<file path="src/rtl/mips_ctrl_fsm.sv">
// mips_ctrl_fsm -- multi-cycle control FSM for a MIPS-style core.
//
// Sequences one instruction at a time through IDLE -> DECODE -> EXEC ->
// [MEM_WAIT] -> WB. It decodes the opcode into ALU controls, waits for the
// data memory on LW/SW (with a timeout), and reports per-instruction status.
// All outputs are registered.
//
// Parameters:
//   MEM_TIMEOUT    maximum MEM_WAIT cycles before a memory request is aborted
// Ports:
//   clk, reset           clock; asynchronous active-high reset
//   instr_valid, instr   instruction offer (accepted when instr_ready is 1)
//   instr_ready          high only in IDLE
//   alu_func, alu_shamt, alu_src_b_imm   ALU controls, valid EXEC..WB
//   alu_zero             ALU zero flag, sampled in EXEC
//   mem_read, mem_write  data-memory request, held in MEM_WAIT
//   mem_ack              data-memory completion (only observed in MEM_WAIT)
//   reg_write, branch_taken, done   WB-cycle status
//   illegal              pulse on bad opcode (in DECODE) or memory timeout
//   retired_count        retired-instruction counter
// Build option:
//   CTRL_PERF_CNT_EN     when defined, retired_count counts WB cycles;
//                        otherwise it is tied to 0.
module mips_ctrl_fsm #(
  parameter int MEM_TIMEOUT = 15
) (
  input  logic        clk,
  input  logic        reset,
  input  logic        instr_valid,
  input  logic [31:0] instr,
  output logic        instr_ready,
  output logic [5:0]  alu_func,
  output logic [4:0]  alu_shamt,
  output logic        alu_src_b_imm,
  input  logic        alu_zero,
  output logic        mem_read,
  output logic        mem_write,
  input  logic        mem_ack,
  output logic        reg_write,
  output logic        branch_taken,
  output logic        done,
  output logic        illegal,
  output logic [31:0] retired_count
);

  localparam int CNT_W = $clog2(MEM_TIMEOUT + 1);
  localparam logic [CNT_W-1:0] CNT_LAST = CNT_W'(MEM_TIMEOUT - 1);

  typedef enum logic [2:0] {S_IDLE, S_DECODE, S_EXEC, S_MEM_WAIT, S_WB} state_t;

  state_t           state_q, state_d;
  logic [CNT_W-1:0] cnt_q, cnt_d;
  logic             instr_ready_q, instr_ready_d;
  logic [5:0]       alu_func_q, alu_func_d;
  logic [4:0]       alu_shamt_q, alu_shamt_d;
  logic             alu_imm_q, alu_imm_d;
  logic             mem_read_q, mem_read_d;
  logic             mem_write_q, mem_write_d;
  logic             reg_write_q, reg_write_d;
  logic             branch_q, branch_d;
  logic             done_q, done_d;
  logic             illegal_q, illegal_d;

  // Only opcode, shamt and funct matter to control; the rest is datapath.
  logic [5:0] opcode_q, funct_q;
  logic [4:0] shamt_q;
  logic       unused_instr_bits;
  assign unused_instr_bits = ^instr[25:11];

  logic accept;
  assign accept = (state_q == S_IDLE) && instr_valid;

  function automatic logic op_legal(input logic [5:0] op);
    case (op)
      6'b000000, 6'b001000, 6'b001001, 6'b001100, 6'b001101, 6'b001110,
      6'b001010, 6'b001011, 6'b000100, 6'b000101, 6'b100011, 6'b101011:
        op_legal = 1'b1;
      default: op_legal = 1'b0;
    endcase
  endfunction

  always_ff @(posedge clk) begin
    if (accept) begin
      opcode_q <= instr[31:26];
      shamt_q  <= instr[10:6];
      funct_q  <= instr[5:0];
    end
  end

  // Decode of the latched instruction.
  logic [5:0] dec_func;
  logic [4:0] dec_shamt;
  logic       dec_imm, is_r, is_alui, is_beq, is_bne, is_lw, is_sw;

  always_comb begin
    dec_func  = '0;
    dec_shamt = '0;
    dec_imm   = 1'b0;
    is_r      = 1'b0;
    is_alui   = 1'b0;
    is_beq    = 1'b0;
    is_bne    = 1'b0;
    is_lw     = 1'b0;
    is_sw     = 1'b0;
    case (opcode_q)
      6'b000000: begin dec_func = funct_q; dec_shamt = shamt_q; is_r = 1'b1; end
      6'b001000: begin dec_func = 6'b100000; dec_imm = 1'b1; is_alui = 1'b1; end
      6'b001001: begin dec_func = 6'b100001; dec_imm = 1'b1; is_alui = 1'b1; end
      6'b001100: begin dec_func = 6'b100100; dec_imm = 1'b1; is_alui = 1'b1; end
      6'b001101: begin dec_func = 6'b100101; dec_imm = 1'b1; is_alui = 1'b1; end
      6'b001110: begin dec_func = 6'b100110; dec_imm = 1'b1; is_alui = 1'b1; end
      6'b001010: begin dec_func = 6'b101010; dec_imm = 1'b1; is_alui = 1'b1; end
      6'b001011: begin dec_func = 6'b101011; dec_imm = 1'b1; is_alui = 1'b1; end
      6'b000100: begin dec_func = 6'b100010; is_beq = 1'b1; end
      6'b000101: begin dec_func = 6'b100010; is_bne = 1'b1; end
      6'b100011: begin dec_func = 6'b100001; dec_imm = 1'b1; is_lw = 1'b1; end
      6'b101011: begin dec_func = 6'b100001; dec_imm = 1'b1; is_sw = 1'b1; end
      default: ;
    endcase
  end

  always_comb begin
    state_d   = state_q;
    cnt_d     = cnt_q;
    illegal_d = 1'b0;
    branch_d  = 1'b0;
    case (state_q)
      S_IDLE: begin
        if (instr_valid) begin
          state_d   = S_DECODE;
          // Illegal pulse is registered at accept so it is visible in DECODE.
          illegal_d = !op_legal(instr[31:26]);
        end
      end
      S_DECODE: state_d = op_legal(opcode_q) ? S_EXEC : S_IDLE;
      S_EXEC: begin
        state_d  = (is_lw || is_sw) ? S_MEM_WAIT : S_WB;
        cnt_d    = '0;
        branch_d = (is_beq && alu_zero) || (is_bne && !alu_zero);
      end
      S_MEM_WAIT: begin
        // mem_ack has priority over the timeout on the final cycle.
        if (mem_ack) begin
          state_d = S_WB;
        end else if (cnt_q == CNT_LAST) begin
          state_d   = S_IDLE;
          illegal_d = 1'b1;
        end else begin
          cnt_d = cnt_q + CNT_W'(1);
        end
      end
      S_WB:    state_d = S_IDLE;
      default: state_d = S_IDLE;
    endcase

    instr_ready_d = (state_d == S_IDLE);
    mem_read_d    = (state_d == S_MEM_WAIT) && is_lw;
    mem_write_d   = (state_d == S_MEM_WAIT) && is_sw;
    done_d        = (state_d == S_WB);
    reg_write_d   = (state_d == S_WB) && (is_r || is_alui || is_lw);

    // ALU controls load leaving DECODE, clear in IDLE/DECODE, hold otherwise.
    if (state_q == S_DECODE && state_d == S_EXEC) begin
      alu_func_d  = dec_func;
      alu_shamt_d = dec_shamt;
      alu_imm_d   = dec_imm;
    end else if (state_d == S_IDLE || state_d == S_DECODE) begin
      alu_func_d  = '0;
      alu_shamt_d = '0;
      alu_imm_d   = 1'b0;
    end else begin
      alu_func_d  = alu_func_q;
      alu_shamt_d = alu_shamt_q;
      alu_imm_d   = alu_imm_q;
    end
  end

  always_ff @(posedge clk or posedge reset) begin
    if (reset) begin
      state_q       <= S_IDLE;
      cnt_q         <= '0;
      instr_ready_q <= 1'b1;
      alu_func_q    <= '0;
      alu_shamt_q   <= '0;
      alu_imm_q     <= 1'b0;
      mem_read_q    <= 1'b0;
      mem_write_q   <= 1'b0;
      reg_write_q   <= 1'b0;
      branch_q      <= 1'b0;
      done_q        <= 1'b0;
      illegal_q     <= 1'b0;
    end else begin
      state_q       <= state_d;
      cnt_q         <= cnt_d;
      instr_ready_q <= instr_ready_d;
      alu_func_q    <= alu_func_d;
      alu_shamt_q   <= alu_shamt_d;
      alu_imm_q     <= alu_imm_d;
      mem_read_q    <= mem_read_d;
      mem_write_q   <= mem_write_d;
      reg_write_q   <= reg_write_d;
      branch_q      <= branch_d;
      done_q        <= done_d;
      illegal_q     <= illegal_d;
    end
  end

`ifdef CTRL_PERF_CNT_EN
  logic [31:0] retired_q, retired_d;

  always_comb begin
    retired_d = retired_q + ((state_q == S_WB) ? 32'd1 : 32'd0);
  end

  always_ff @(posedge clk or posedge reset) begin
    if (reset) retired_q <= '0;
    else       retired_q <= retired_d;
  end

  assign retired_count = retired_q;
`else
  assign retired_count = '0;
`endif

  assign instr_ready   = instr_ready_q;
  assign alu_func      = alu_func_q;
  assign alu_shamt     = alu_shamt_q;
  assign alu_src_b_imm = alu_imm_q;
  assign mem_read      = mem_read_q;
  assign mem_write     = mem_write_q;
  assign reg_write     = reg_write_q;
  assign branch_taken  = branch_q;
  assign done          = done_q;
  assign illegal       = illegal_q;

endmodule
</file>
<file path="config.mk">
export PLATFORM = sky130hd
export DESIGN_NAME = mips_ctrl_fsm
export DESIGN_NICKNAME = d
export VERILOG_FILES = /design/src/rtl/mips_ctrl_fsm.sv
export SDC_FILE = /design/constraint.sdc
export NUM_CORES = 1
export LEC_CHECK = 0
export ABC_AREA = 1
export CAP_MARGIN = 10
export CORE_ASPECT_RATIO = 1.25
export CORE_MARGIN = 8
export CORE_UTILIZATION = 40
export CTS_BUF_LIST = sky130_fd_sc_hd__clkbuf_2
export CTS_CLUSTER_DIAMETER = 60
export CTS_CLUSTER_SIZE = 12
export DETAILED_ROUTE_END_ITERATION = 12
export GPL_TIMING_DRIVEN = 0
export MAX_ROUTING_LAYER = met4
export PLACE_DENSITY = 0.82
export REMOVE_ABC_BUFFERS = 1
export SLEW_MARGIN = 5
export SYNTH_ARGS = -nofsm -noshare
export SYNTH_HDL_FRONTEND = slang
export SYNTH_SLANG_ARGS = --single-unit
</file>
<file path="constraint.sdc">
create_clock -name clk -period 3.5 [get_ports clk]
set_input_delay 0.875 -clock clk [delete_from_list [all_inputs] [get_ports clk]]
set_output_delay 0.875 -clock clk [all_outputs]
set_load 0.02 [all_outputs]
</file>
==> results by stage <==
Run status:
- The run finished with clean final reports.

Power:
- Summed over all nets, the switching power comes to between 200 and 300 uW.
- The internal power contribution is between 600 and 700 uW.
- The static leakage power is 0.00122 uW.
- Of the total power, registers draw 61.0%.
- The switching share of total power is 29.3%.
- Combinational logic is responsible for 17.5% of the overall power.
- The power density over the cells is about 370 nW/um^2.
- The share of power burned in the clock network is 21.5%.
- IR analysis of the VDD net gives a maximum drop of 0.177 mV.

Die:
- In this run the horizontal extent of the chip is slightly above 80 um.
- Row generation in the floorplan step produced 30 rows.
- The die covers roughly 8200 um^2.
- The effective utilization at floorplan is between 40% and 50%.
- Pin placement for this block handled 88 I/O pins.
- The floorplan core area is approximately 5400 um^2.
- The floorplan step set the die height to between 90 and 100 um.

Worst setup path:
- The critical path required time is 2.62 ns.
- Grouping stages by cell kind, the critical path spends the most delay in buffers and inverters.
- The worst reg-to-reg setup slack is between 1.5 and 2 ns.
- Together, buffers and inverters on the worst path number 1.
- STA classifies the critical path endpoint as a primary output.
- Traced cell by cell, the critical path runs through clkdlybuf4s50_1.
- Along the worst path, the maximum fanout reaches 1.
- The type of the worst setup path is register to primary output.
- In this run the critical register-to-register path is captured at instr_ready.
- The startpoint of the worst register-to-register path is cnt_q[0].
- The depth of the worst register-to-register path is 10.
- The critical path startpoint category is a register.
- The delay of the slowest critical-path stage is 0.59 ns.
- Among all stages on the critical path, the largest delay is contributed by sky130_fd_sc_hd__clkdlybuf4s50_1.
- The arrival time of data at the critical path endpoint is around 1.5 ns.

Timing:
- The total of endpoints with negative setup slack in the final report is 0.
- Setup repair after global routing left no endpoint under its margin.
- The part of the cycle the worst path needs is 69.1%.
- In this run the tightest slew margin relative to its limit is 35.5%.
- Summed over all failing endpoints, the final setup total negative slack is 0 ns.
- The number of max-slew violations in the final report came to 0.
- The measured slew at the worst slew-check pin is between 0.9 and 1 ns.
- The shortest clock period the worst path allows after layout is 2.42 ns.
- The count of endpoints failing hold in the final timing report was 0.
- Clock skew on the completed layout was measured at ~0.021 ns.
- Derived from the worst setup path, the maximum achievable clock frequency is 414 MHz.

Global route:
- Entering global routing, the biggest net connects 27 pins.
- Global routing finished with a remaining overflow of 0.
- In the global route stage, overall resource usage came out at about 11%.
- The via count of the first global-routing pass is roughly 1500.
- The initial antenna violation count is 0.
- The first-pass GRT wire length is between 6000 and 7000 um.

Finish:
- The number of nets in the finished design is 302.
- Leaving out fill and tap cells, the most frequent cell in the layout is sky130_fd_sc_hd__nand2_1.
- The number of filler cells placed in the layout is 523.
- The area added between synthesis and finish is 16.3%.
- In the layout the commonest cells are sky130_fd_sc_hd__nand2_1 (45), sky130_fd_sc_hd__clkdlybuf4s50_1 (40), sky130_fd_sc_hd__conb_1 (32).
- The repair_antennas step left the layout with diodes totalling 0.
- The fraction of final layout cells with drive strength greater than 1 is 15.5%.
- For this run, the number of standard cells in the final layout without fillers is 328.

Route:
- The number of DRC violations after detailed-routing iteration 0 is 63.
- The post-detailed-routing wire length is 4170 um.
- In the routed layout, each cell is associated on average with a via count of about 4.5.
- The remaining antenna violation count is 0.
- The detailed router placed 1480 vias in this run.
- The pre-antenna-repair detailed-routing pass consisted of 4 iterations.
- The detailed-route wire length per cell is 12.7 um.
- After detailed routing, the number of remaining DRC violations is 0.

Synth:
- In this run the mean area of a mapped cell was 10.1 um^2.
- After synthesis, the largest area contributor takes up 28.2% of total cell area.
- By area the synthesized netlist is led by sky130_fd_sc_hd__dfrtp_1 (28%), sky130_fd_sc_hd__edfxtp_1 (23%), sky130_fd_sc_hd__buf_4 (11%), sky130_fd_sc_hd__nand2_1 (7.6%), sky130_fd_sc_hd__o211ai_2 (5.6%).
- The mapped cell area is around 2200 um^2.
- After synthesis the netlist holds a flip-flop and latch count of 43.
- The number of standard cells after synthesis is 220.
- Summing the sequential cell areas from Yosys gives around 52% of the chip area.
- The distinct cell type count after synthesis is 33.
- The cell type with the largest total area after synthesis is sky130_fd_sc_hd__dfrtp_1.
- For this run, the number of Yosys warnings is 0.

Clock network:
- The number of buffers between clock root and the deepest sink is 2.
- For the worst-skew pair, the clock arrives at the later sink with an insertion delay of about 0.39 ns.
- The clock transition at the registers of the reported paths is between 0.2 and 0.25 ns.
- The post-CTS setup-driven buffer insertion count is 0.
- The hold buffer count at cts is 0.
- The H-tree was split into 2 levels.
- The CTS buffer count is 5.
- The TritonCTS sink count is 43.
- The clock tree root driver cell is sky130_fd_sc_hd__clkbuf_2.
- Post-CTS repair changed the size of 0 cells.
- TritonCTS built the clock tree.

Min path:
- The worst hold path startpoint is shamt_q[1].
- Counting instances, the worst hold path has a depth of 2.
- The path category of the worst min-delay check is register to register.
- The worst hold path terminates at alu_shamt[1].

Placement:
- The number of cells after detailed placement is 320.
- The detailed placement HPWL is 3370 um.
- Input and output buffers added on the ports amount to 40.
- The final weighted congestion in routability-driven placement is between 0.8 and 0.9.

Run:
- The tool flagged a number of max-cap violations equal to 0.
final cells by class:
cell class              instances  area [um^2]  share of cell area [%]
flip-flops and latches         43         1160                    45.0
multi-input cells             148          807                    31.2
repair buffers                 40          400                    15.5
inverters                      25         93.8                    3.63
well taps                      64         80.1                    3.10
clock buffers                   7         35.0                    1.36
clock inverters                 1         5.00                   0.194
logic make-up (layout without fill, tap and decap cells):
logic type | count (synthesis) | count (layout) | share of synthesized area, %
other | 1 | 32 | 0.169
adders and majority gates | 2 | 2 | 1.13
DFF | 43 | 43 | 52.3
AOI/OAI and AO/OA | 29 | 29 | 11.0
and+or+nand+nor | 84 | 84 | 18.4
buffers and inverters | 60 | 73 | 16.6
xor gates and xnor gates | 1 | 1 | 0.394
worst max-delay path by stage:
stage | from | end | slack (ns) | depth (start not counted)
after CTS | instr_ready | instr_ready | 1.05 | 1
after floorplan | mem_ack | alu_func[3] | 1.72 | 4
after global routing | instr_ready | instr_ready | 1.02 | 1
final | instr_ready | instr_ready | 1.08 | 1
after global placement | mem_ack | alu_func[3] | 1.00 | 5
after detailed placement | mem_ack | alu_func[3] | 0.97 | 5
synthesized netlist by cell type:
cell and count:
sky130_fd_sc_hd__nor2_4 2, sky130_fd_sc_hd__o211ai_1 3, sky130_fd_sc_hd__xor2_1 1, sky130_fd_sc_hd__nand2_4 1, sky130_fd_sc_hd__ha_1 2, sky130_fd_sc_hd__clkinv_1 1
sky130_fd_sc_hd__inv_2 5, sky130_fd_sc_hd__nor3_2 1, sky130_fd_sc_hd__nor2_1 10, sky130_fd_sc_hd__o21a_1 1, sky130_fd_sc_hd__inv_1 19, sky130_fd_sc_hd__nand3_2 4
sky130_fd_sc_hd__nand3_1 9, sky130_fd_sc_hd__o21ai_1 1, sky130_fd_sc_hd__o2111ai_1 2, sky130_fd_sc_hd__buf_8 1, sky130_fd_sc_hd__o211ai_2 10, sky130_fd_sc_hd__nor3_1 2
sky130_fd_sc_hd__o31ai_1 1, sky130_fd_sc_hd__nand2_1 45, sky130_fd_sc_hd__edfxtp_1 17, sky130_fd_sc_hd__o22ai_1 1, sky130_fd_sc_hd__o21ai_2 1, sky130_fd_sc_hd__o21ai_0 7
sky130_fd_sc_hd__nand4_1 2, sky130_fd_sc_hd__nand2_2 4, sky130_fd_sc_hd__conb_1 1, sky130_fd_sc_hd__dfstp_2 1, sky130_fd_sc_hd__a21oi_1 2, sky130_fd_sc_hd__dfrtp_1 25
sky130_fd_sc_hd__nor2_2 4, sky130_fd_sc_hd__buf_6 1, sky130_fd_sc_hd__buf_4 33
layer usage:
layer  part of all wire (%)  up-vias  GRT usage (%)
met5                      0        -              -
met3                    5.5        6           2.62
li1                       -      746              -
met1                     38      687           11.0
met4                    1.9        0           4.53
met2                     55       41           19.6
registers in the layout, summed over array words and instances, names as in the netlist, 3 cells and up:
name       count
opcode_q       6
shamt_q        5
funct_q        6
alu_shamt      5
state_q        3
cnt_q          4
alu_func       6
power groups by stage:
stage / Clock [uW] / Sequential (uW) / Combinational (uW)
6_report: 204 / 579 / 166
3_5_place_dp: 0 / 590 / 167
4_1_cts: 213 / 579 / 167
2_1_floorplan: 0 / 596 / 99.8
3_3_place_gp: 0 / 588 / 164
5_1_grt: 230 / 583 / 184
through the flow:
step                      total power, uW  cell area, um^2  utilization (%)  worst slack (ns)  hold slack (ns)
final                                 949             2580             47.8              1.08            0.473
after global placement                752             2540             47.1              1.00            0.431
after CTS                             960             2580             47.8              1.05            0.478
after detailed placement              756             2540             47.1             0.974            0.437
after global routing                  997             2580             47.8              1.02            0.496
after floorplan                       696             2060                -              1.72            0.426
Power figures use the tool's default switching activity.
==> variant, RTL diff (same flow settings) <==
Build with the macro `CTRL_PERF_CNT_EN` defined.
--- a/src/rtl/mips_ctrl_fsm.sv
+++ b/src/rtl/mips_ctrl_fsm.sv
@@ -21,6 +21,8 @@
 // Build option:
 //   CTRL_PERF_CNT_EN     when defined, retired_count counts WB cycles;
 //                        otherwise it is tied to 0.
+`define CTRL_PERF_CNT_EN
+
 module mips_ctrl_fsm #(
   parameter int MEM_TIMEOUT = 15
 ) (
Behaviour: not the same (a bounded check fails within 10 cycles, from zero or initial values and one cycle with reset high).
==> variant against the original RTL <==
Clock power rose by 130%. Wire length increased by 100%. Hold slack improved by 0.0068 ns. Via count is 98% higher. Area after synthesis grew 64%. Sequential cell count up 32. First-iteration DRC count rose by 11%. Design area grew 78%. Sequential power increased by 81%. Setup slack worse by 0.18 ns. Die area increased by 51%. Utilization increased by 3.6 points. Power up 97%. Largest power group unchanged.
==> variant: results (changes against the original RTL) <==
* Mapped Area at 3633 sq um (was 2221 sq um)
* Number of buffers created by CTS at 9 (was 5)
* FF+latch count, synth at 75 (was 43)
* Multi-In Gates at 263 (was 148)
* Synth Area in Compound Gates at 6.784% (was 11.04%)
* H-tree depth at 3 (was 2)
* Bufs w/o clock at 73 (was 40)
* Multi-input logic area at 1483 sq um (was 807.0 sq um)
* Met1 usage in global routing at 15.45% (was 10.97%)
* Detailed Place HPWL at 6.597 mm (was 3.369 mm)
* Worst-path fanout max at 7 (was 1)
* Arrival time worst endpoint at 1.72 ns (was 1.54 ns)
* Setup Skew at 0.02573 ns (was 0.02137 ns)
* Clk_lat worst skew at 0.52 ns (was 0.39 ns)
* DRT iter0 DRCs at 70 (was 63)
* Adder-cell share of the synthesized area at 1.377% (was 1.127%)
* Sequential area share after synthesis at 54.03% (was 52.34%)
* Status: finished clean (unchanged)
* Met2 Use GR at 25.27% (was 19.60%)
* FFs w/ async S/R, synth at 77.33% (was 60.47%)
* Crit-path max cell delay at 0.67 ns (was 0.59 ns)
* Met3 WL at 506 um (was 229 um)
* Leak Pwr at 0.002040 uW (was 0.001220 uW)
* Top cell type's share of synthesized area at 39.26% (was 28.17%)
* Inverter count at 40 (was 25)
* Largest net degree at the start of global routing at 35 (was 27)
* Maximum vdd drop at 0.0002971 V (was 0.0001766 V)
* Syn_area_per_cell at 9.537 sq um (was 10.09 sq um)
* Wire length per cell at 14.12 um (was 12.70 um)
* DP Cell Count at 574 (was 320)
* Area delta synth->final at 26.93% (was 16.34%)
* Sequential share of cell area at 42.57% (was 44.99%)
* Met2 Routed Length at 4.253 mm (was 2.276 mm)
* I/O Buffers at 72 (was 40)
* XOR/XNOR Fraction of Synth Area at 6.990% (was 0.3944%)
* Top cells by area, synth: dfrtp_1 (39%), edfxtp_1 (14%), nand2_1 (9.8%) (was dfrtp_1 (28%), edfxtp_1 (23%), buf_4 (11%))
* Via count at 2930 (was 1480)
* Vias in the first global route at 3074 (was 1525)
* First-pass GRT wire length at 13.90 mm (was 6.906 mm)
==> variant: logic make-up (layout without fill, tap and decap cells) <==
kind of cell,after synthesis,count (layout)
and+or+nand+nor,201,201
buffers and inverters,43,129
DFF,75,75
xor gates and xnor gates,29,29
adders and majority gates,4,4
AOI/OAI and AO/OA,29,29
==> variant: final timing paths <==
check / startpoint / end / slack, ns / cells past startpoint
max in group asynchronous: reset / instr_ready / 2.06 / 3
min: shamt_q[3] / alu_shamt[3] / 0.48 / 2
max: retired_count[18] / retired_count[18] / 0.91 / 1
min reg2reg: shamt_q[3] / alu_shamt[3] / 0.48 / 2
max reg2reg: state_q[1] / retired_count[16] / 1.32 / 12
min in group asynchronous: reset / retired_count[13] / 0.77 / 2
==> variant: power breakdown <==
part | internal (uW) | switching (uW)
registers | 993 | 55.4
clock network | 162 | 302
logic | 129 | 224
total | 1280 | 582
